$ cat config.mk
export PLATFORM = sky130hd
export DESIGN_NAME = sd_block_writer
export DESIGN_NICKNAME = d
export VERILOG_FILES = /design/src/rtl/sd_pkg.sv /design/src/rtl/sd_block_writer.sv
export SDC_FILE = /design/constraint.sdc
export NUM_CORES = 1
export LEC_CHECK = 0
export CAP_MARGIN = 20
export CORE_UTILIZATION = 50
export DETAILED_ROUTE_END_ITERATION = 6
export HOLD_SLACK_MARGIN = 0.05
export PLACE_DENSITY = 0.82
export SKIP_LAST_GASP = 1
export SYNTH_ARGS = -nofsm -noshare
export SYNTH_HDL_FRONTEND = slang
export SYNTH_SLANG_ARGS = --single-unit
$ cat constraint.sdc
create_clock -name clk -period 2.6 [get_ports clk]
set_input_delay 0.39 -clock clk [delete_from_list [all_inputs] [get_ports clk]]
set_output_delay 0.39 -clock clk [all_outputs]
set_load 0.005 [all_outputs]
$ cat src/rtl/sd_pkg.sv
// Shared SD definitions used by both the read and the write paths:
// block size, writer FSM encoding and the read-path selector encoding.
package sd_pkg;

  localparam int BLOCK_BYTES = 512;

  typedef enum logic [2:0] {
    ST_IDLE      = 3'd0,
    ST_WAIT_DATA = 3'd1,
    ST_REQUEST   = 3'd2,
    ST_STREAM    = 3'd3,
    ST_WAIT_DONE = 3'd4
  } writer_state_t;

  // Read-path source selector encoding.
  localparam logic [1:0] SEL_DIR     = 2'd0;
  localparam logic [1:0] SEL_CLUSTER = 2'd1;
  localparam logic [1:0] SEL_DATA    = 2'd2;

  // A requested block count of zero still writes one block.
  function automatic logic [15:0] blocks_or_one(input logic [15:0] n);
    return (n == 16'd0) ? 16'd1 : n;
  endfunction

endpackage

$ cat src/rtl/sd_block_writer.sv
// Streams bytes from an FWFT FIFO into the SD controller's single-block
// write interface, one 512-byte sector at a time, zero-padding a final
// partial block on flush and flagging FIFO underruns.
module sd_block_writer #(
  parameter int         BLOCK_BYTES = 512,
  parameter logic [7:0] PAD_BYTE    = 8'h00
) (
  input  logic        clk,
  input  logic        rst,
  input  logic        start,
  input  logic [31:0] sector_addr,
  input  logic [15:0] n_blocks,
  input  logic        flush,
  input  logic [7:0]  fifo_data,
  input  logic        fifo_empty,
  input  logic [9:0]  fifo_count,
  output logic        fifo_rd_en,
  input  logic        sd_ready,
  input  logic        sd_ready_for_next_byte,
  output logic        sd_wr,
  output logic [31:0] sd_addr,
  output logic [7:0]  sd_din,
  output logic        busy,
  output logic        done,
  output logic        underrun,
  output logic [15:0] blocks_written
);
  import sd_pkg::*;

  localparam logic [9:0] FULL_COUNT = 10'(BLOCK_BYTES);
  localparam logic [9:0] LAST_IDX   = 10'(BLOCK_BYTES - 1);

  writer_state_t state_q, state_d;
  logic [31:0]   sd_addr_q, sd_addr_d;
  logic [15:0]   blocks_left_q, blocks_left_d;
  logic [15:0]   blocks_written_q, blocks_written_d;
  logic [9:0]    data_bytes_q, data_bytes_d;
  logic [9:0]    byte_idx_q, byte_idx_d;
  logic          underrun_q, underrun_d;
  logic          sd_wr_q, sd_wr_d;
  logic          done_q, done_d;
  logic          sd_ready_q;

  logic in_data_s;
  logic streaming_s;

  // Byte-level datapath: present the FIFO head (or padding) and pop on the pulse.
  always_comb begin
    streaming_s = (state_q == ST_STREAM);
    in_data_s   = (byte_idx_q < data_bytes_q);
    fifo_rd_en  = streaming_s && sd_ready_for_next_byte && in_data_s && !fifo_empty;
    if (streaming_s && in_data_s && !fifo_empty) begin
      sd_din = fifo_data;
    end else begin
      sd_din = PAD_BYTE;
    end
  end

  // Next-state and counter updates for the block-write sequencer.
  always_comb begin
    state_d          = state_q;
    sd_addr_d        = sd_addr_q;
    blocks_left_d    = blocks_left_q;
    blocks_written_d = blocks_written_q;
    data_bytes_d     = data_bytes_q;
    byte_idx_d       = byte_idx_q;
    underrun_d       = underrun_q;
    sd_wr_d          = 1'b0;
    done_d           = 1'b0;
    case (state_q)
      ST_IDLE: begin
        if (start) begin
          sd_addr_d        = sector_addr;
          blocks_left_d    = blocks_or_one(n_blocks);
          underrun_d       = 1'b0;
          blocks_written_d = 16'd0;
          state_d          = ST_WAIT_DATA;
        end else begin
          state_d = ST_IDLE;
        end
      end
      ST_WAIT_DATA: begin
        if (fifo_count >= FULL_COUNT) begin
          data_bytes_d = FULL_COUNT;
          state_d      = ST_REQUEST;
        end else if (flush) begin
          // Partial (possibly empty) block: it is always the last one.
          data_bytes_d  = fifo_count;
          blocks_left_d = 16'd1;
          state_d       = ST_REQUEST;
        end else begin
          state_d = ST_WAIT_DATA;
        end
      end
      ST_REQUEST: begin
        if (sd_ready) begin
          sd_wr_d    = 1'b1;
          byte_idx_d = 10'd0;
          state_d    = ST_STREAM;
        end else begin
          state_d = ST_REQUEST;
        end
      end
      ST_STREAM: begin
        if (sd_ready_for_next_byte) begin
          byte_idx_d = byte_idx_q + 10'd1;
          if (in_data_s && fifo_empty) begin
            underrun_d = 1'b1;
          end else begin
            underrun_d = underrun_q;
          end
          if (byte_idx_q == LAST_IDX) begin
            state_d = ST_WAIT_DONE;
          end else begin
            state_d = ST_STREAM;
          end
        end else begin
          state_d = ST_STREAM;
        end
      end
      ST_WAIT_DONE: begin
        // The controller's CRC/busy phase ends when sd_ready rises.
        if (sd_ready && !sd_ready_q) begin
          blocks_written_d = blocks_written_q + 16'd1;
          sd_addr_d        = sd_addr_q + 32'd1;
          blocks_left_d    = blocks_left_q - 16'd1;
          if (blocks_left_q == 16'd1) begin
            done_d  = 1'b1;
            state_d = ST_IDLE;
          end else begin
            state_d = ST_WAIT_DATA;
          end
        end else begin
          state_d = ST_WAIT_DONE;
        end
      end
      default: begin
        state_d = ST_IDLE;
      end
    endcase
  end

  // State and registered outputs with synchronous reset.
  always_ff @(posedge clk) begin
    if (rst) begin
      state_q          <= ST_IDLE;
      sd_addr_q        <= 32'd0;
      blocks_left_q    <= 16'd0;
      blocks_written_q <= 16'd0;
      data_bytes_q     <= 10'd0;
      byte_idx_q       <= 10'd0;
      underrun_q       <= 1'b0;
      sd_wr_q          <= 1'b0;
      done_q           <= 1'b0;
      sd_ready_q       <= 1'b0;
    end else begin
      state_q          <= state_d;
      sd_addr_q        <= sd_addr_d;
      blocks_left_q    <= blocks_left_d;
      blocks_written_q <= blocks_written_d;
      data_bytes_q     <= data_bytes_d;
      byte_idx_q       <= byte_idx_d;
      underrun_q       <= underrun_d;
      sd_wr_q          <= sd_wr_d;
      done_q           <= done_d;
      sd_ready_q       <= sd_ready;
    end
  end

  assign busy           = (state_q != ST_IDLE);
  assign sd_wr          = sd_wr_q;
  assign sd_addr        = sd_addr_q;
  assign done           = done_q;
  assign underrun       = underrun_q;
  assign blocks_written = blocks_written_q;

endmodule

Yosys cells after proc, flatten, opt, wreduce, memory -nomap -nowiden
Index checks and enable logic that the tools add are counted.
{ "totals": {"ff_bits": 91, "output_inout_bits": 61, "elab_cells": 89} }
{ "classes": {"add_sub_neg": 4, "order_cmp": 2, "eq_ne": 13, "n_mux": 33, "bitwise_logic": 3, "n_reduce_logical": 24} }
{ "op_table": {"columns": ["op", "count"], "rows": [
  ["16-bit two-way mux", 7],
  ["32-bit two-way mux", 2],
  ["32-bit case mux with 2 select lines", 1],
  ["16-bit case mux with 3 select lines", 1],
  ["10-bit two-way mux", 4],
  ["32-bit by 1-bit adder with 32-bit output, second input constant", 1],
  ["16-bit case mux with 2 select lines", 1],
  ["10-bit case mux with 2 select lines", 1],
  ["16-bit by 1-bit adder with 16-bit output, second input constant", 1],
  ["16-bit by 1-bit equality test with 1-bit output, second input constant", 1],
  ["16-bit logical NOT", 1],
  ["16-bit by 1-bit subtractor with 16-bit output, second input constant", 1],
  ["3-bit case mux with 5 select lines", 1],
  ["2-bit inequality test, second input constant", 6],
  ["10-bit by 1-bit adder with 10-bit output, second input constant", 1],
  ["10-bit by 9-bit equality test with 1-bit output, second input constant", 1],
  ["10-bit greater-or-equal comparator, second input constant", 1],
  ["10-bit < comparator", 1],
  ["3-bit two-way mux", 3],
  ["1-bit two-way mux", 8],
  ["8-bit two-way mux", 1],
  ["2-bit nonzero test", 4],
  ["1-bit logical AND", 7],
  ["3-bit by 2-bit equality test with 1-bit output, second input constant", 2],
  ["15 further kinds", 21]
]} }

Longest topological paths before layout
Gate-level depths: netlist of the first run.
{ "logic_depth": {"ltp_word": 5, "depth_mapped": 8} }

Worst setup path after synthesis of the first run
OpenSTA, ideal clock, no wires.
{ "synth_path": {"path_type": "register to output", "startpoint": "register byte_idx_q[3]", "endpoint": "output fifo_rd_en", "arrival_ns": 1.610, "t_required_ns": 2.210, "setup_slack_ns": 0.600, "stages_incl_launch_ff": 7, "n_path_buf": 0, "cell_sequence": "dfxtp_1 > ha_1 > a21o_1 > a211oi_1 > o21ai_0 > a21oi_1 > and2_1"} }
{ "synth_via": {"elab_chain_len": 3} }
{ "synth_lines": {"columns": ["item", "line", "rtl"], "rows": [
  ["start, declared", "sd_block_writer.sv:38", "logic [9:0] byte_idx_q, byte_idx_d;"],
  ["start signal, assigned", "sd_block_writer.sv:162", "byte_idx_q <= byte_idx_d;"],
  ["10-bit < comparator", "sd_block_writer.sv:50", "in_data_s = (byte_idx_q < data_bytes_q);"],
  ["1-bit logical AND (2 in a row)", "sd_block_writer.sv:51", "fifo_rd_en = streaming_s && sd_ready_for_next_byte && in_data_s && !fifo_empty;"],
  ["end, declared", "sd_block_writer.sv:17", "output logic fifo_rd_en,"]
]} }
Every way passes these cells.

Worst setup path after layout of the first run
{ "layout_path": {"startpoint": "register data_bytes_q[3]", "endpoint": "output sd_din[5]"} }
{ "layout_via": {"elab_chain_len": 4} }
{ "layout_lines": {"columns": ["item", "line", "rtl"], "rows": [
  ["start, declared", "sd_block_writer.sv:37", "logic [9:0] data_bytes_q, data_bytes_d;"],
  ["start signal, assigned", "sd_block_writer.sv:161", "data_bytes_q <= data_bytes_d;"],
  ["10-bit < comparator", "sd_block_writer.sv:50", null],
  ["1-bit logical AND (2 in a row)", "sd_block_writer.sv:52", "if (streaming_s && in_data_s && !fifo_empty) begin"],
  ["8-bit two-way mux", "sd_block_writer.sv:52", null],
  ["end, declared", "sd_block_writer.sv:22", "output logic [7:0] sd_din,"]
]} }
Every way passes these cells.

==> results of run 1 <==
==> what timing repair did <==
action / 4_1_cts / 5_1_grt
gates resized for setup: 25 / 29
hold endpoints to repair: 0 / 0
buffers inserted: 4 / 1
gates cloned: 1 / 0
endpoints found under the setup margin: 9 / 6
pin swaps: 4 / 2
hold buffers: 0 / 0
==> layout make-up <==
type,count,area [µm²],share of cell area (%)
clock buffers,10,138,1.90
clock inverters,6,63.8,0.883
inverters,25,93.8,1.30
multi-input cells,533,3380,46.8
flip-flops and latches,91,1830,25.3
well taps,136,170,2.35
repair buffers,160,1550,21.4
==> critical path, delay by kind of cell (launching register included) <==
| family | cells | cell delay (ps) |
|---|---|---|
| flip-flops | 1 | 350 |
| adder cells (fa/ha/maj) | 1 | 210 |
| buffers and inverters | 5 | 470 |
| AO/OA/AOI/OAI | 4 | 690 |
| AND/OR/NAND/NOR | 1 | 130 |
==> worst paths after layout <==
check | slack (ps) | from | endpoint
min reg2reg | 470 | blocks_left_q[15] | blocks_left_q[15]
max reg2reg | 430 | sd_addr[0] | sd_addr[30]
max | -2 | data_bytes_q[3] | sd_din[5]
min | 330 | rst | data_bytes_q[7]
==> cell usage after synthesis (6+ instances only) <==
master,count
sky130_fd_sc_hd__dfxtp_1,91
sky130_fd_sc_hd__nor2_1,86
sky130_fd_sc_hd__nand2_1,60
sky130_fd_sc_hd__a21oi_1,53
sky130_fd_sc_hd__o21ai_0,31
sky130_fd_sc_hd__inv_1,24
sky130_fd_sc_hd__nor3_1,24
sky130_fd_sc_hd__nand3_1,22
sky130_fd_sc_hd__nand4_1,19
sky130_fd_sc_hd__and3_1,15
sky130_fd_sc_hd__buf_2,15
sky130_fd_sc_hd__clkbuf_1,15
sky130_fd_sc_hd__xor2_1,15
sky130_fd_sc_hd__ha_1,14
sky130_fd_sc_hd__o22ai_1,13
sky130_fd_sc_hd__nor4_1,12
sky130_fd_sc_hd__and2_1,11
sky130_fd_sc_hd__nor3b_1,11
sky130_fd_sc_hd__a22oi_1,9
sky130_fd_sc_hd__a211oi_1,8
sky130_fd_sc_hd__mux2i_1,7
sky130_fd_sc_hd__nand2b_1,7
sky130_fd_sc_hd__a31oi_1,6
sky130_fd_sc_hd__a32o_1,6
sky130_fd_sc_hd__o31ai_1,6
sky130_fd_sc_hd__o32ai_1,6
sky130_fd_sc_hd__or3_1,6
sky130_fd_sc_hd__xnor2_1,6
==> registers in the layout, indices dropped and copies added, names as in the netlist, 3 cells and up <==
name / count
data_bytes_q: 10
blocks_left_q: 16
state_q: 3
byte_idx_q: 10
sd_addr: 32
blocks_written: 16
==> metrics by stage <==
stage	cell area [µm²]	cells	TNS [ps]	total power (W)	utilization (%)
floorplan	5440	685	0	0.00201	-
global placement	6940	940	0	0.00237	66.7
detailed placement	6940	940	0	0.00239	66.7
CTS	7190	961	-247	0.00337	69.0
global route	7230	961	-83.8	0.00353	69.4
finish	7230	961	-1.63	0.00337	69.4
==> power by group <==
part / internal [W] / total (W) / switching [W]
clock: 0.000471 / 0.000995 / 0.000525
sequential: 0.00148 / 0.00158 / 0.000107
combinational: 0.000399 / 0.000795 / 0.000396
total: 0.00235 / 0.00337 / 0.00103
==> cells by family after synthesis <==
kind of cell    count (synthesis)
xor+xnor                       21
buf+inv                        61
simple gates                  311
compound gates                180
fa+ha+maj                      14
mux                             7
flops                          91
==> metal layers <==
layer | global-route usage [%] | vias up | wire length [µm]
li1 | - | 2792 | -
met1 | 37.5 | 2701 | 6830
met2 | 49.6 | 273 | 7880
met3 | 3.86 | 35 | 1260
met4 | 10.3 | 0 | 330
met5 | 0 | - | 0
==> flow_summary.json, run 1 <==
{
  "synthDistinctLibCells": 81,
  "yosysTopAreaCell": "sky130_fd_sc_hd__dfxtp_1",
  "power.ir.vdd_worst_uv": 302,
  "failed_checks": "negative setup slack",
  "cp.arrival_ps": 2210,
  "whs_path_depth": 2,
  "ys_warn_count": 0,
  "netlist.area_leader.share_pct": 33.5,
  "post_synth_fa_ha_maj_area_fraction_pct": 3.22,
  "worstMarginPinSlew_ps": 631,
  "detailedRoute.firstPassIterationCount": 5,
  "number_of_diodes_added_for_antenna_fixing": 0,
  "synth-edff-count": 0,
  "layout_commonest_cell": "sky130_fd_sc_hd__clkdlybuf4s50_1",
  "synth_xor_area_share_pct": 3.38,
  "core.rowCount": 37,
  "power.density_cell_area_nw_per_um2": 467,
  "clk_pin_slew_ps": 90,
  "timing.critical_path.cells": "inv_2 -> ha_4 -> a21o_1 -> a211oi_2 -> o21ai_2 -> a21oi_2 -> buf_2 -> buf_6 -> buf_6 -> and2_4 -> buf_6",
  "worstSetupEndpointType": "primary output",
  "netlist_area_um2": 5440,
  "cts-htree-levels": 3,
  "first_global_vias": 5455,
  "period_share_pct": 100,
  "die-height_um": 106,
  "post_synth_main_area_contributors": "sky130_fd_sc_hd__dfxtp_1 (34%), sky130_fd_sc_hd__nor2_1 (5.9%), sky130_fd_sc_hd__a21oi_1 (4.9%)",
  "max_slew_margin_pct": 57.6,
  "worstPathRequired_ps": 2210,
  "avgViaCountPerCell": 6.04,
  "drc": 0,
  "worst_path_most_repeated_cell": "sky130_fd_sc_hd__buf_6",
  "gr-total-overflow": 0,
  "grt_antenna_before_repair": 0,
  "finalSetupViolCount": 1,
  "drive_gt1_share_pct": 11.6,
  "port_buffers": 133,
  "hold_path_class": "input pin to flop",
  "outcome": "finished with violations",
  "timing.hold.ws_ps": 334,
  "io_pins": 134,
  "finalWorstPathRequiredPeriod_ps": 2600,
  "synthesis.area_per_instance_um2": 7.94,
  "yosys-mux-area-fraction_pct": 1.29,
  "area_growth_pct": 32.9,
  "final_cell_mix": "sky130_fd_sc_hd__clkdlybuf4s50_1 (123), sky130_fd_sc_hd__nor2_1 (85), sky130_fd_sc_hd__dfxtp_1 (85)",
  "die_w_um": 106,
  "postLayoutSetupSlackWorst_ps": -1.63,
  "slowest_stage": "sky130_fd_sc_hd__dfxtp_2",
  "max_stage_delay_ps": 350,
  "cts.root.buffer_cell": "sky130_fd_sc_hd__clkbuf_8",
  "dieArea_um2": 11300,
  "worst_setup_timing_slack_at_the_placement_stage_ps": 12.5,
  "cap_violations": 0,
  "synth_compound_area_share_pct": 22.3,
  "synth_nets": 772,
  "synth_seq_area_share_pct": 33.5,
  "detail-route-antenna-nets": 0,
  "async_flop_share_pct": 0,
  "detail_route.iter0.violations": 374,
  "cp-start-kind": "flop",
  "grt_first_pass_wirelength_um": 26600,
  "grt_max_degree": 35,
  "synth-main-ff-cell": "sky130_fd_sc_hd__dfxtp_1",
  "synth_top_family_by_area": "simple AND/OR/NAND/NOR gates",
  "finalMaxSlewViolations": 0,
  "routabilityCongestion": 0.904,
  "detailroute.via_count": 5801,
  "tritoncts.num_buffers": 9,
  "global_route.usage.total_pct": 29.1,
  "num-nets-final": 907,
  "grt_setup_unrepaired": "true",
  "report.final.hold_viol_count": 0,
  "core_area_um2": 10400,
  "final.fill_count": 856,
  "critPathMaxFanout": 2,
  "clock_path_buffers": 2,
  "reg2reg_depth": 6,
  "crit_type": "flop to primary output",
  "clock_tree_from_tritoncts": "built",
  "avgRoutedWirePerCell_um": 17.0,
  "total_leakage_power_nw": 2.66,
  "simple_gate_fraction_of_synth_area_pct": 31.2,
  "numClockSinks": 91,
  "clock_network_latency_to_the_later_pin_of_the_worst_skew_pair_ps": 370,
  "ys_ff_latch": 91,
  "floorplan.initialDensity_pct": 52.2,
  "max_clock_freq_mhz": 384,
  "worst_clock_skew_ps": 9.24,
  "totalWireLength_um": 16300,
  "hpwl_um": 11900,
  "syn-instance-count": 685
}
Power figures use the tool's default switching activity.
==> inputs of run 2 (changes only) <==
Settings changed: SETUP_SLACK_MARGIN set to 0.5.
==> flow_summary.json, run 2 (synthesis gave the netlist of run 1 again) <==
{
  "cp-start-kind": "flop",
  "clock_path_buffers": 2,
  "grt_setup_unrepaired": "true",
  "floorplan.initialDensity_pct": 52.2,
  "timing.setup.tns_ps": 0,
  "cp.arrival_ps": 2170,
  "worst_clock_skew_ps": 10.7,
  "finalCoreUtilization_pct": 70.7,
  "max_stage_delay_ps": 350,
  "routabilityCongestion": 0.904,
  "cts-htree-levels": 3,
  "design_area_um2": 7360,
  "detailedRoute.firstPassIterationCount": 5,
  "crit_buf_inv": 5,
  "die-height_um": 106,
  "cts.root.buffer_cell": "sky130_fd_sc_hd__clkbuf_8",
  "timing.hold.ws_ps": 329,
  "final_cell_mix": "sky130_fd_sc_hd__clkdlybuf4s50_1 (122), sky130_fd_sc_hd__dfxtp_1 (85), sky130_fd_sc_hd__nor2_1 (84)",
  "period_share_pct": 98.6,
  "multi_input_comb_area_um2": 3430,
  "clk_pin_slew_ps": 100,
  "drc": 0,
  "timing.critical_path.cells": "inv_2 -> ha_4 -> a21o_1 -> a211oi_2 -> o21ai_2 -> a21oi_2 -> buf_4 -> buf_6 -> buf_6 -> and2_4 -> buf_6",
  "postCtsHoldBufs": 0,
  "numClockSinks": 91,
  "area_growth_pct": 35.3,
  "hpwl_um": 11900,
  "tritoncts.num_buffers": 9,
  "dieArea_um2": 11300,
  "grt_first_pass_wirelength_um": 26900,
  "core_area_um2": 10400,
  "core.rowCount": 37,
  "layout_commonest_cell": "sky130_fd_sc_hd__clkdlybuf4s50_1",
  "io_pins": 134,
  "cap_violations": 0,
  "worstPathRequired_ps": 2210,
  "max_clock_freq_mhz": 390,
  "slowest_stage": "sky130_fd_sc_hd__dfxtp_2",
  "worst_setup_timing_slack_at_the_placement_stage_ps": 12.5,
  "worstMarginPinSlew_ps": 653,
  "gr-total-overflow": 0,
  "max_slew_margin_pct": 56.1,
  "final.fill_count": 842,
  "total_leakage_power_nw": 2.73,
  "grt_max_degree": 35,
  "power.density_cell_area_nw_per_um2": 462,
  "finalSetupViolCount": 0,
  "hold_path_class": "input pin to flop",
  "avgRoutedWirePerCell_um": 17.2,
  "detail_route.iter0.violations": 390,
  "worst_path_most_repeated_cell": "sky130_fd_sc_hd__buf_6",
  "finalWorstPathRequiredPeriod_ps": 2560,
  "clock_network_latency_to_the_later_pin_of_the_worst_skew_pair_ps": 370,
  "report.final.hold_viol_count": 0,
  "critPathMaxFanout": 3,
  "port_buffers": 133,
  "final-seq-area_um2": 1830,
  "power.ir.vdd_worst_uv": 309,
  "postLayoutSetupSlackWorst_ps": 35.6,
  "grt_antenna_before_repair": 0,
  "detailroute.via_count": 5882,
  "detail-route-antenna-nets": 0,
  "clock_tree_from_tritoncts": "built",
  "global_route.usage.total_pct": 29.5,
  "detailed_place.area_um2": 6940,
  "totalWireLength_um": 16600,
  "worstSetupEndpointType": "primary output",
  "outcome": "complete, no violations",
  "num-nets-final": 914,
  "number_of_diodes_added_for_antenna_fixing": 0,
  "crit_type": "flop to primary output",
  "drive_gt1_share_pct": 13.6,
  "finalMaxSlewViolations": 0,
  "crit_family": "compound AO/OA/AOI/OAI gates",
  "first_global_vias": 5503,
  "die_w_um": 106,
  "avgViaCountPerCell": 6.08,
  "largest_reg_flops": 32
}
## run 2: cell types whose count changed in the layout (fill, tap and decap cells not counted), moves of 2 or more
cell	before	now
sky130_fd_sc_hd__and2_1	7	3
sky130_fd_sc_hd__and2_4	4	8
sky130_fd_sc_hd__buf_4	21	24
sky130_fd_sc_hd__buf_6	7	15
sky130_fd_sc_hd__clkbuf_2	2	0
sky130_fd_sc_hd__dlygate4sd2_1	2	0
## run 2: repair_timing
item,CTS,global route
setup endpoints to repair,11,31
hold endpoints to repair,0,0
cloned,1,0
pin swaps,12,5
setup buffers,6,5
resized for setup,63,19
## run 2: final timing paths
kind,from,to,slack [ps],cells past startpoint
hold / removal,rst,data_bytes_q[8],330,2
setup / recovery,data_bytes_q[3],sd_din[4],40,11
hold reg to reg,blocks_left_q[15],blocks_left_q[15],470,1
setup reg to reg,state_q[2],blocks_left_q[5],630,8
## run 2: per-stage QoR
stage / cells / total power [W]
CTS: 963 / 0.00338
global route: 968 / 0.00355
global placement: 940 / 0.00237
floorplan: 685 / 0.00201
detailed placement: 940 / 0.00239
finish: 968 / 0.00340
## run 2: worst reg2reg max path, delay by kind of cell, from the launching register on
family	cells	cell delay [ps]
buffers and inverters	3	630
AOI/OAI and AO/OA	2	240
DFF	1	340
and+or+nand+nor	3	690
## run 2: area by class of cell
type / instances / area share [%]
flip-flops and latches: 91 / 24.9
clock buffers: 10 / 1.87
inverters: 25 / 1.28
well taps: 136 / 2.31
multi-input cells: 533 / 46.6
clock inverters: 6 / 0.867
repair buffers: 167 / 22.3
## run 2: metal layers
metal,routed length [µm],vias up,track usage (%),share of wire (%)
met5,0,-,0,0
met4,376,0,10.8,2.3
met3,1250,39,4.23,7.5
met2,8050,269,50.2,48
met1,6950,2760,37.7,42
li1,-,2814,-,-
## run 2: power breakdown
group / leakage (nW) / internal (W) / switching, W
Combinational: 1.89 / 0.000411 / 0.000405
Sequential: 0.745 / 0.00148 / 0.000108
Clock: 0.0987 / 0.000471 / 0.000528
==> inputs of run 3 (changes only) <==
Settings changed: SLEW_MARGIN set to 20.
==> results of run 3 <==
The final DEF is identical to that of run 2; final timing and power are the same.
